==> src/rtl/arbitro_pkg.sv <==
// arbitro_pkg: shared encodings for the N-channel arbiter
package arbitro_pkg;
  typedef enum logic [1:0] {
    ST_IDLE    = 2'b00,
    ST_ACTIVE  = 2'b01,
    ST_BLOCKED = 2'b10
  } estado_t;
  localparam logic MODE_ROUTE = 1'b0;
  localparam logic MODE_RR    = 1'b1;
endpackage

==> src/rtl/rr_pick.sv <==
// rr_pick: rotate-priority picker; ports req (requests), ptr (start index), idx (grant index), any (some request)
module rr_pick #(
  parameter int N = 4,
  localparam int PW = $clog2(N)
) (
  input  logic [N-1:0]  req,
  input  logic [PW-1:0] ptr,
  output logic [PW-1:0] idx,
  output logic          any
);
  always_comb begin
    idx = '0;
    for (int k = N - 1; k >= 0; k--) begin
      int j;
      j = int'(ptr) + k;
      j = j >= N ? j - N : j;
      if (req[PW'(j)]) idx = PW'(j);
    end
  end
  assign any = |req;
endmodule

==> src/rtl/arbitro_n_canales.sv <==
// arbitro_n_canales: drains a FWFT FIFO into NUM_CH output FIFOs by destination field (ROUTE) or round-robin (RR)
//   in : clk, reset, mode, cnt_clr, data_in_arb, fifo_empty, fifos_almost_full
//   out: pop (comb), data_out_arb, push, cuenta, cuenta_drop, estado (all registered)
module arbitro_n_canales
  import arbitro_pkg::*;
#(
  parameter int WORD_SIZE = 12,
  parameter int NUM_CH    = 4,
  parameter int SEL_LSB   = 10,
  parameter int CNT_W     = 5,
  parameter bit STALL_ALL = 1'b0,
  localparam int SEL_W    = $clog2(NUM_CH)
) (
  input  logic                    clk,
  input  logic                    reset,
  input  logic                    mode,
  input  logic                    cnt_clr,
  input  logic [WORD_SIZE-1:0]    data_in_arb,
  input  logic                    fifo_empty,
  input  logic [NUM_CH-1:0]       fifos_almost_full,
  output logic                    pop,
  output logic [WORD_SIZE-1:0]    data_out_arb,
  output logic [NUM_CH-1:0]       push,
  output logic [NUM_CH*CNT_W-1:0] cuenta,
  output logic [CNT_W-1:0]        cuenta_drop,
  output logic [1:0]              estado
);
  logic [SEL_W-1:0] sel, rr_idx, rr_ptr, tgt;
  logic [2**SEL_W-1:0] af_pad;
  logic in_range, route_ok, rr_any, ok, hit, drop;
  estado_t nxt;
  assign sel    = data_in_arb[SEL_LSB +: SEL_W];
  // Padding lets an out-of-range destination index the almost-full vector safely.
  assign af_pad = (2**SEL_W)'(fifos_almost_full);
  assign in_range = {1'b0, sel} < (SEL_W + 1)'(NUM_CH);
  // Out-of-range words are dropped, so they never wait on any channel.
  assign route_ok = !in_range || (STALL_ALL ? ~|fifos_almost_full : !af_pad[sel]);
  rr_pick #(.N(NUM_CH)) u_pick (
    .req (~fifos_almost_full),
    .ptr (rr_ptr),
    .idx (rr_idx),
    .any (rr_any)
  );
  assign tgt  = mode == MODE_RR ? rr_idx : sel;
  assign ok   = mode == MODE_RR ? rr_any : route_ok;
  assign pop  = !reset && !fifo_empty && ok;
  assign hit  = pop && (mode == MODE_RR || in_range);
  assign drop = pop && mode == MODE_ROUTE && !in_range;
  always_comb begin
    nxt = fifo_empty ? ST_IDLE : pop ? ST_ACTIVE : ST_BLOCKED;
  end
  always_ff @(posedge clk) begin
    if (reset) begin
      push         <= '0;
      data_out_arb <= '0;
      cuenta       <= '0;
      cuenta_drop  <= '0;
      rr_ptr       <= '0;
      estado       <= ST_IDLE;
    end else begin
      push   <= hit ? NUM_CH'(1) << tgt : '0;
      estado <= nxt;
      if (hit) data_out_arb <= data_in_arb;
      if (pop && mode == MODE_RR) rr_ptr <= rr_idx == SEL_W'(NUM_CH - 1) ? '0 : rr_idx + SEL_W'(1);
      for (int i = 0; i < NUM_CH; i++)
        cuenta[i*CNT_W +: CNT_W] <= cnt_clr ? '0 : cuenta[i*CNT_W +: CNT_W] + CNT_W'(hit && tgt == SEL_W'(i));
      cuenta_drop <= cnt_clr ? '0 : cuenta_drop + CNT_W'(drop);
    end
  end
endmodule
==> config.mk <==
export PLATFORM = sky130hd
export DESIGN_NAME = arbitro_n_canales
export DESIGN_NICKNAME = d
export VERILOG_FILES = /design/src/rtl/arbitro_pkg.sv /design/src/rtl/rr_pick.sv /design/src/rtl/arbitro_n_canales.sv
export SDC_FILE = /design/constraint.sdc
export NUM_CORES = 1
export LEC_CHECK = 0
export BUFFER_PORTS_ARGS = -buffer_cell sky130_fd_sc_hd__buf_2
export CAP_MARGIN = 0
export CELL_PAD_IN_SITES_DETAIL_PLACEMENT = 1
export CELL_PAD_IN_SITES_GLOBAL_PLACEMENT = 1
export CORE_ASPECT_RATIO = 0.5
export CORE_MARGIN = 2
export CORE_UTILIZATION = 36
export CTS_CLUSTER_DIAMETER = 120
export DETAILED_ROUTE_END_ITERATION = 16
export PLACE_DENSITY = 0.82
export SETUP_SLACK_MARGIN = 0.3
export SYNTH_ARGS = -nofsm -noshare
export SYNTH_HDL_FRONTEND = slang
export SYNTH_HIERARCHICAL = 1
export SYNTH_SLANG_ARGS = --single-unit
==> constraint.sdc <==
create_clock -name clk -period 2.8 [get_ports clk]
set_clock_uncertainty 0.1 [all_clocks]
set_input_delay 0.28 -clock clk [delete_from_list [all_inputs] [get_ports clk]]
set_output_delay 0.28 -clock clk [all_outputs]
set_load 0.01 [all_outputs]
==> results.tsv, run 1 <==
stage	metric	value	unit
critical_path	CP Depth	11	
timing	Setup Total Neg Slack	0	ns
place	number of port buffers	59	
grt	vias in the first global route	1418	
critical_path	Worst setup EP type	flip-flop	
critical_path	worst path cell trace	nor3b_2, a211oi_1, nor2_1, and2_1, a31oi_2, nor3_1, ha_1, ha_1, nand3_1, xor2_1, nor2_1	
die	Site Rows	18	
run	Max Cap Violations	0	
timing	Max Slew Vio Count	0	
grt	total track usage	14.6	%
die	IO Pins	65	
yosys	Post-Syn Area	0.00179	sq mm
place	Routability Congestion	0.786	
layout	commonest non-fill, non-tap cells in the layout	59 x buf_2, 39 x dfxtp_1, 30 x nor2_1	
layout	Area growth syn-to-layout	26.3	%
detailed_routing	Starting DRT DRC Count	21	
worst_hold_path	WHS Path Cells	2	
yosys	Synth Instances	175	
layout	ANT cells	0	
detailed_routing	Via density	4.52	
critical_path	crit-path max cell delay	0.35	ns
clock_network	worst skew pair latency	0.29	ns
timing	final setup violation count	0	
status	status	completed	
clock_network	Clock Pin Slew Worst Setup and Hold Paths	0.08	ns
clock_network	Max clock buf depth	2	
power	Int Power	0.000921	W
yosys	ys flop type	dfxtp_1	
timing	final period utilization	82.0	%
power	P_sw	0.000296	W
critical_path	Worst Path Required	2.88	ns
power	Reg power frac	49.0	%
detailed_routing	Vias	1392	
power	total power	0.00122	W
clock_network	hold_buf cts	0	
timing	Max Freq	0.435	GHz
timing	final hold violations	0	
die	Die Area	0.00558	sq mm
layout	Sequential Area	802	sq um
clock_network	CTS tree	built	
layout	# fillers	578	
power	P per Cell Area	539	mW/mm^2
yosys	Netlist cell types	34	
timing	worst hold slack	0.0648	ns
critical_path	crit path DAT	2.37	ns
yosys	share of the yosys chip area belonging to registers	44.8	%
critical_path	slowest cell on the critical path	dfxtp_1	
critical_path	Worst Path Max Fanout	5	
detailed_routing	drt wl/cell	12.5	um
yosys	EDFF count, synth	0	
power	Lkg Pwr	1.12	nW
worst_hold_path	HP Class	in2reg	
grt	total grt overflow	0	
power	Sw Share	24.3	%
place	detailed placer's ending HPWL	3050	um
clock_network	clock sink total	40	
detailed_routing	DR DRC count	0	
critical_path	critical path class	reg2reg	
critical_path	Crit path max-delay family	simple AND/OR/NAND/NOR gates	
critical_path	worst path buffer plus inverter count	0	
grt	initial antenna violation count	0	
detailed_routing	DR pass1 iterations	4	
yosys	Synth Register Bits	40	
timing	RSZ-0062 raised after global routing	false	
die	Core ar.	0.00484	sq mm
die	Initial Utilization	36.9	%
grt	first-pass GRT wire length	6410	um
layout	fin nets	267	
yosys	Synth Area per Inst	10.2	sq um
clock_network	Root Buffer	clkbuf_8	
power	Comb pwr share	11.4	%
layout	leading cell type in the layout, fill and taps excluded	buf_2	
yosys	async set or reset register ratio after synthesis	0	%
critical_path	R2R depth	11	
detailed_routing	Detailed Route WL	3850	um
die	Die W	104	um
layout	area of the multi-input gates	928	sq um
clock_network	clock buffer count from CTS	5	
power	Clk pwr share	39.6	%
detailed_routing	Routed Antenna Nets	0	
critical_path	CP Launch Type	flip-flop	
timing	Tmin final	2.30	ns
power	maximum VDD drop	0.189	mV
die	die height	53.8	um
grt	largest net degree at the start of global routing	19	
clock_network	CTS HTree Levels	2	
yosys	Yosys warning count	6	
layout	share of cells above drive strength 1	37.0	%
-- power groups by stage --
stage               clock, W  sequential [W]  combinational (W)
floorplan                  0        0.000617          0.0000854
CTS                 0.000497        0.000597           0.000138
global placement           0        0.000608           0.000133
global route        0.000524        0.000600           0.000152
finish              0.000482        0.000597           0.000138
detailed placement         0        0.000610           0.000137
-- kinds of logic (layout without fill, tap and decap cells) --
family	after synthesis	after routing	share of synthesized area, %
adder cells (fa/ha/maj)	9	9	6.30
multiplexers	17	17	12.0
buffers and inverters	14	73	4.90
XOR/XNOR	12	12	5.88
AND/OR/NAND/NOR	72	72	20.7
flip-flops	40	40	44.8
AO/OA/AOI/OAI	10	10	5.25
other	1	5	0.210
-- metrics by stage --
stage / instances / utilization [%] / instance area [sq um] / setup slack [ns]
3_3_place_gp: 300 / 43.9 / 2120 / 0.438
5_1_grt: 308 / 46.6 / 2260 / 0.305
2_1_floorplan: 179 / - / 1800 / 0.675
3_5_place_dp: 300 / 43.9 / 2120 / 0.350
4_1_cts: 308 / 46.3 / 2240 / 0.390
6_report: 308 / 46.6 / 2260 / 0.503
-- final timing paths --
kind                            slack [ns]                    end                    from
worst max-delay path                  0.50  cuenta[19]$_SDFF_PP0_  rr_ptr[0]$_SDFFE_PP0P_
worst min-delay path                  0.06   estado[1]$_SDFF_PP0_              fifo_empty
worst max register to register        0.50  cuenta[19]$_SDFF_PP0_  rr_ptr[0]$_SDFFE_PP0P_
worst min register to register        0.43   cuenta[4]$_SDFF_PP0_    cuenta[4]$_SDFF_PP0_
-- state kept, by name, summed over array words and instances (netlist names) --
register and flops:
cuenta 20, data_out_arb 12, estado 2, push 4, rr_ptr 2
-- synthesized netlist by cell type, types with 2 or more instances --
library cell / number / area, sq um
nor3_1: 5 / 25.0
nand2_1: 2 / 7.51
mux2_4: 8 / 120
nor2_1: 30 / 113
nor2b_1: 3 / 18.8
buf_4: 6 / 45.0
dfxtp_1: 40 / 801
and2b_1: 8 / 60.1
xnor2_1: 4 / 35.0
and2_1: 9 / 56.3
mux2i_1: 6 / 60.1
xor2_1: 8 / 70.1
nand3_1: 8 / 40.0
ha_1: 9 / 113
a211oi_1: 2 / 15.0
mux2_2: 3 / 33.8
inv_1: 5 / 18.8
nand2b_1: 3 / 18.8
-- per-layer routing --
metal  wire length, um  global-route usage [%]  vias up
li1                  -                       -      694
met1              1650                    16.2      667
met2              1990                    28.3       26
met3               176                    4.72        5
met4                35                    4.05        0
met5                 0                       0        -
-- cell type report --
cell class | count | area share, %
clock buffer | 5 | 3.05
clock inverter | 3 | 2.11
inverter | 5 | 0.832
multi-input combinational | 125 | 41.2
sequential | 40 | 35.6
tap | 70 | 3.88
timing repair buffer | 60 | 13.4
-- worst register-to-register path, cell delays in order, from the launching register on --
cell	delay, ns
dfxtp_1	0.35
nor3b_2	0.17
a211oi_1	0.22
nor2_1	0.10
and2_1	0.17
a31oi_2	0.24
nor3_1	0.10
ha_1	0.21
ha_1	0.20
nand3_1	0.10
xor2_1	0.15
nor2_1	0.06
-- repair_timing --
item / CTS / global route
resized for setup: 0 / 4
buffers inserted: 0 / 0
setup endpoints to repair: 0 / 6
Note: power is estimated with default switching activity, not from simulation.
==> run 2, diff against run 1 <==
Settings changed: ABC_AREA set to 1, CORE_UTILIZATION 36 to 31, PLACE_DENSITY 0.82 to 0.78.
Clock period 2.8 ns to 2.1 ns, I/O delays scaled along.
==> run 2 against run 1 <==
Effect of this change:
- the flow now finishes with violations (negative setup slack)
- fmax shrank 7.7%
- worst setup slack lost 0.89 ns
- count of clock-buffer cells in the layout grew 1
==> results.tsv, run 2 <==
stage	metric	value	unit
yosys	Post-Syn Area	0.00196	sq mm
critical_path	CP Launch Type	flip-flop	
critical_path	Worst setup EP type	flip-flop	
layout	ANT cells	0	
layout	Sequential Area	808	sq um
critical_path	Crit path max-delay family	simple AND/OR/NAND/NOR gates	
clock_network	Clock Pin Slew Worst Setup and Hold Paths	0.06	ns
yosys	EDFF count, synth	0	
critical_path	worst path buffer plus inverter count	4	
yosys	Synth Area per Inst	7.26	sq um
timing	Max Freq	0.402	GHz
yosys	share of the yosys chip area belonging to registers	40.8	%
timing	final setup margin	-0.388	ns
detailed_routing	DR pass1 iterations	4	
detailed_routing	DR DRC count	0	
timing	final hold violations	0	
clock_network	clock sink total	40	
place	Routability Congestion	0.774	
yosys	top-count cell post-synth	nand2_1	
status	failing checks	negative setup slack	
layout	commonest non-fill, non-tap cells in the layout	59 x buf_2, 38 x dfxtp_1, 36 x buf_4	
critical_path	Worst Path Max Fanout	8	
clock_network	hold_buf cts	0	
power	maximum VDD drop	0.390	mV
die	die height	60.2	um
die	Core ar.	0.00608	sq mm
layout	Area growth syn-to-layout	54.9	%
detailed_routing	Vias	2045	
yosys	Netlist cell types	30	
timing	RSZ-0062 raised after global routing	true	
critical_path	cell mode on critical path	nand2_2	
yosys	dominant cell type by area after synthesis	dfxtp_1	
power	total power	0.00197	W
timing	final setup violation count	22	
layout	Biggest register	cuenta	
detailed_routing	Detailed Route WL	6270	um
clock_network	CTS HTree Levels	2	
clock_network	CTS tree	built	
clock_network	Max clock buf depth	2	
run	Max Cap Violations	0	
critical_path	worst path cell trace	inv_8, nand2_2, nand3_2, nand2_1, inv_1, nand3_2, nand2_2, or2_4, o21ai_4, inv_4, nor3_4, ha_2, ha_4, nand2_2, inv_2, a31oi_1, o21a_1	
critical_path	crit path DAT	2.56	ns
place	post-placement cell count	429	
yosys	async set or reset register ratio after synthesis	0	%
critical_path	slowest cell on the critical path	dfxtp_4	
layout	share of cells above drive strength 1	47.7	%
place	detailed placer's ending HPWL	3950	um
yosys	top cells by count, synth	51 x nand2_1, 41 x inv_1, 40 x dfxtp_1, 30 x nor2_1, 27 x nand3_1	
power	P per Cell Area	648	mW/mm^2
clock_network	clock buffer count from CTS	5	
critical_path	reg2reg setup slack	-0.39	ns
yosys	Synth Register Bits	40	
grt	total track usage	17.9	%
timing	worst hold slack	0.0807	ns
detailed_routing	Starting DRT DRC Count	80	
die	Site Rows	20	
timing	final period utilization	118	%
detailed_routing	Routed Antenna Nets	0	
layout	# fillers	768	
layout	largest registers	cuenta x20, data_out_arb x12, push x4	
layout	fin nets	395	
critical_path	crit-path max cell delay	0.42	ns
power	Lkg Pwr	1.51	nW
clock_network	worst skew pair latency	0.28	ns
detailed_routing	Via density	4.51	
yosys	Synth area leaders	dfxtp_1 41%, nand2_1 9.8%, inv_1 7.8%	
critical_path	critical path class	reg2reg	
detailed_routing	drt wl/cell	13.8	um
grt	initial antenna violation count	0	
grt	largest net degree at the start of global routing	28	
yosys	ys flop type	dfxtp_1	
yosys	Yosys top cell area share	40.8	%
status	status	finished, violations left	
timing	Tmin final	2.49	ns
grt	first-pass GRT wire length	9760	um
layout	max reg flops	20	
place	number of port buffers	59	
grt	total grt overflow	0	
clock_network	Root Buffer	clkbuf_16	
die	IO Pins	65	
die	Initial Utilization	32.2	%
layout	Final Non-Filler Cells	453	
die	Die Area	0.00702	sq mm
layout	area of the multi-input gates	0.00123	sq mm
die	Die W	116	um
layout	leading cell type in the layout, fill and taps excluded	buf_2	
yosys	Yosys warning count	6	
worst_hold_path	HP Class	in2reg	
grt	vias in the first global route	2163	
critical_path	Worst Path Required	2.17	ns
yosys	Synth Instances	270	
timing	Max Slew Vio Count	0	
run 2: cells by family after synthesis:
| group | synth area share, % |
|---|---|
| buf+inv | 12.6 |
| other cells | 0.191 |
| simple gates | 30.9 |
| compound gates | 9.25 |
| xor+xnor | 0.447 |
| flops | 40.8 |
| fa+ha+maj | 5.74 |
run 2: routing by layer:
metal / GRT usage, % / vias up / share of wire [%]
li1: - / 1031 / -
met1: 19.0 / 983 / 41
met2: 37.1 / 29 / 56
met3: 3.35 / 2 / 2.7
met4: 3.57 / 0 / 0.54
met5: 0 / - / 0
run 2: stage by stage:
stage	utilization (%)	area [sq um]	worst slack, ns	setup TNS [ns]
CTS	48.1	2920	-0.323	-3.62
floorplan	-	2090	-0.154	-0.377
global placement	42.2	2560	-0.292	-2.72
detailed placement	42.2	2560	-0.482	-5.17
global route	50.0	3040	-0.557	-8.12
finish	50.0	3040	-0.388	-4.66
run 2: worst paths after layout:
path / start / to / cells after the start
setup / recovery: rr_ptr[0]$_SDFFE_PP0P_ / cuenta[9]$_SDFF_PP0_ / 17
hold / removal: reset / rr_ptr[1]$_SDFFE_PP0P_ / 2
setup reg to reg: rr_ptr[0]$_SDFFE_PP0P_ / cuenta[9]$_SDFF_PP0_ / 17
hold reg to reg: data_out_arb[0]$_SDFFE_PP0N_ / data_out_arb[0]$_SDFFE_PP0N_ / 2
run 2: final cells by class:
type                    count  area share (%)
multi-input cells         178            40.5
flip-flops and latches     40            26.6
repair buffers             96            19.0
inverters                  44            5.85
clock buffers               6            4.24
well taps                  88            3.62
clock inverters             1           0.165
run 2: power breakdown:
group / switching, W / internal, W
registers: 0.0000176 / 0.000783
clock network: 0.000297 / 0.000432
logic: 0.000243 / 0.000195
total: 0.000558 / 0.00141
run 2: timing repair:
item / 4_1_cts / 5_1_grt
pin swaps: 16 / 17
buffers inserted: 12 / 5
endpoints found under the hold margin: 0 / 0
gates resized for setup: 28 / 23
setup endpoints to repair: 25 / 27
==> run 3, diff against run 2 <==
Settings changed: CTS_BUF_LIST set to sky130_fd_sc_hd__clkbuf_8 sky130_fd_sc_hd__clkbuf_16.
==> run 3 against run 2 <==
Effect of this change:
- the run still ends with negative setup slack left
- core utilization is the same
- total power shrank 0.24%
- fmax is essentially flat
- via count grew 0.29%
- highest routed layer unchanged
==> results.tsv, run 3 (synthesis results as in run 2) <==
stage	metric	value	unit
critical_path	Critical path origin	rr_ptr[0]$_SDFFE_PP0P_	
layout	ANT cells	0	
run	Max Cap Violations	0	
clock_network	clock buffer count from CTS	5	
critical_path	CP Launch Type	flip-flop	
timing	final setup margin	-0.389	ns
critical_path	cell mode on critical path	nand2_2	
critical_path	Worst setup EP type	flip-flop	
place	number of port buffers	59	
die	IO Pins	65	
clock_network	Root Buffer	clkbuf_16	
detailed_routing	wire length on met2	3490	um
place	DP Worst Slack	-0.482	ns
layout	post-layout instance area	0.00304	sq mm
layout	leading cell type in the layout, fill and taps excluded	buf_2	
detailed_routing	DR DRC count	0	
power	Comb pwr share	22.3	%
power	P_sw	0.000558	W
timing	RSZ-0062 raised after global routing	true	
die	Initial Utilization	32.2	%
grt	total grt overflow	0	
worst_hold_path	WHS Path Cells	2	
grt	first-pass GRT wire length	9760	um
detailed_routing	Detailed Route WL	6280	um
grt	initial antenna violation count	0	
critical_path	crit-path max cell delay	0.42	ns
grt	largest net degree at the start of global routing	28	
layout	share of cells above drive strength 1	47.7	%
critical_path	R2R depth	17	
timing	worst hold slack	0.0811	ns
layout	max reg flops	20	
worst_hold_path	HP Class	in2reg	
clock_network	CTS HTree Levels	2	
clock_network	Max clock buf depth	2	
detailed_routing	DR top layer	met4	
critical_path	Worst Path Max Fanout	8	
die	Die Area	0.00702	sq mm
die	Die W	116	um
worst_hold_path	start point of the worst hold path	reset	
status	status	finished, violations left	
critical_path	Crit Reg-Reg Startpoint	rr_ptr[0]$_SDFFE_PP0P_	
timing	final hold violations	0	
layout	largest registers	cuenta x20, data_out_arb x12, push x4	
detailed_routing	drt wl/cell	13.9	um
power	total power	0.00196	W
power	Reg power frac	40.8	%
detailed_routing	Vias	2051	
timing	final setup violation count	22	
power	Sw Share	28.4	%
power	Clk pwr share	36.9	%
place	detailed placer's ending HPWL	3950	um
detailed_routing	Via density	4.53	
place	Post-DP Area	0.00256	sq mm
status	failing checks	negative setup slack	
critical_path	slowest cell on the critical path	dfxtp_4	
power	Int Power	0.00141	W
layout	fin nets	395	
layout	post-route core utilization	50.0	%
layout	Area growth syn-to-layout	54.9	%
power	P per Cell Area	646	mW/mm^2
die	Site Rows	20	
timing	Max Slew Vio Count	0	
timing	Max Freq	0.402	GHz
clock_network	worst skew pair latency	0.28	ns
detailed_routing	M1 wire length	2570	um
clock_network	Clock Pin Slew Worst Setup and Hold Paths	0.06	ns
clock_network	hold_buf cts	0	
detailed_routing	Starting DRT DRC Count	80	
clock_network	clock sink total	40	
critical_path	worst path cell trace	inv_8, nand2_2, nand3_2, nand2_1, inv_1, nand3_2, nand2_2, or2_4, o21ai_4, inv_4, nor3_4, ha_2, ha_4, nand2_2, inv_2, a31oi_1, o21a_1	
power	maximum VDD drop	0.390	mV
detailed_routing	Routed Antenna Nets	0	
layout	commonest non-fill, non-tap cells in the layout	59 x buf_2, 38 x dfxtp_1, 36 x buf_4	
timing	Tmin final	2.49	ns
timing	final period utilization	119	%
critical_path	crit path DAT	2.56	ns
clock_network	CTS tree	built	
grt	vias in the first global route	2163	
detailed_routing	DR pass1 iterations	4	
power	Lkg Pwr	1.52	nW
critical_path	critical path class	reg2reg	
die	Core ar.	0.00608	sq mm
die	die height	60.2	um
grt	total track usage	17.9	%
critical_path	Worst Path Required	2.17	ns
detailed_routing	met3 WL	185	um
layout	Biggest register	cuenta	
place	Routability Congestion	0.774	
-- run 3: path summary, 6_finish.rpt --
| check | end | slack, ns |
|---|---|---|
| hold / removal | rr_ptr[1]$_SDFFE_PP0P_ | 0.08 |
| setup / recovery | cuenta[9]$_SDFF_PP0_ | -0.39 |
| setup reg to reg | cuenta[9]$_SDFF_PP0_ | -0.39 |
| hold reg to reg | data_out_arb[0]$_SDFFE_PP0N_ | 0.39 |
-- run 3: power by group through the flow --
stage,combinational [W],sequential (W),clock [W]
global route,0.000477,0.000803,0.000774
CTS,0.000382,0.000799,0.000735
detailed placement,0.000316,0.000815,0
finish,0.000438,0.000801,0.000725
floorplan,0.000186,0.000825,0
global placement,0.000302,0.000814,0
-- run 3: per-layer routing --
| layer | track usage, % | vias to the layer above |
|---|---|---|
| met4 | 3.57 | 0 |
| met2 | 37.1 | 33 |
| met5 | 0 | - |
| met1 | 19.0 | 985 |
| met3 | 3.35 | 2 |
| li1 | - | 1031 |
-- run 3: critical path: cells and delay by family (launching register included) --
| kind | cells | cell delay, ns |
|---|---|---|
| buffers and inverters | 4 | 0.28 |
| AO/OA/AOI/OAI | 3 | 0.30 |
| flip-flops | 1 | 0.42 |
| AND/OR/NAND/NOR | 8 | 0.90 |
| adder cells (fa/ha/maj) | 2 | 0.37 |
-- run 3: cell type report --
type / instances / area (sq um)
multi-input cells: 178 / 1230
inverters: 44 / 178
well taps: 88 / 110
clock buffers: 5 / 125
flip-flops and latches: 40 / 808
fillers: 768 / 3040
repair buffers: 96 / 577
clock inverters: 2 / 8.76
-- run 3: metrics by stage --
stage / TNS, ns / std cells
after CTS: -3.62 / 448
final: -4.66 / 453
after detailed placement: -5.17 / 429
after floorplan: -0.377 / 274
after global placement: -2.72 / 429
after global routing: -8.12 / 453
-- run 3: timing repair --
item | CTS | global route
buffers inserted | 12 | 5
setup endpoints to repair | 25 | 27
resized for setup | 28 | 23
pin swaps | 16 | 17
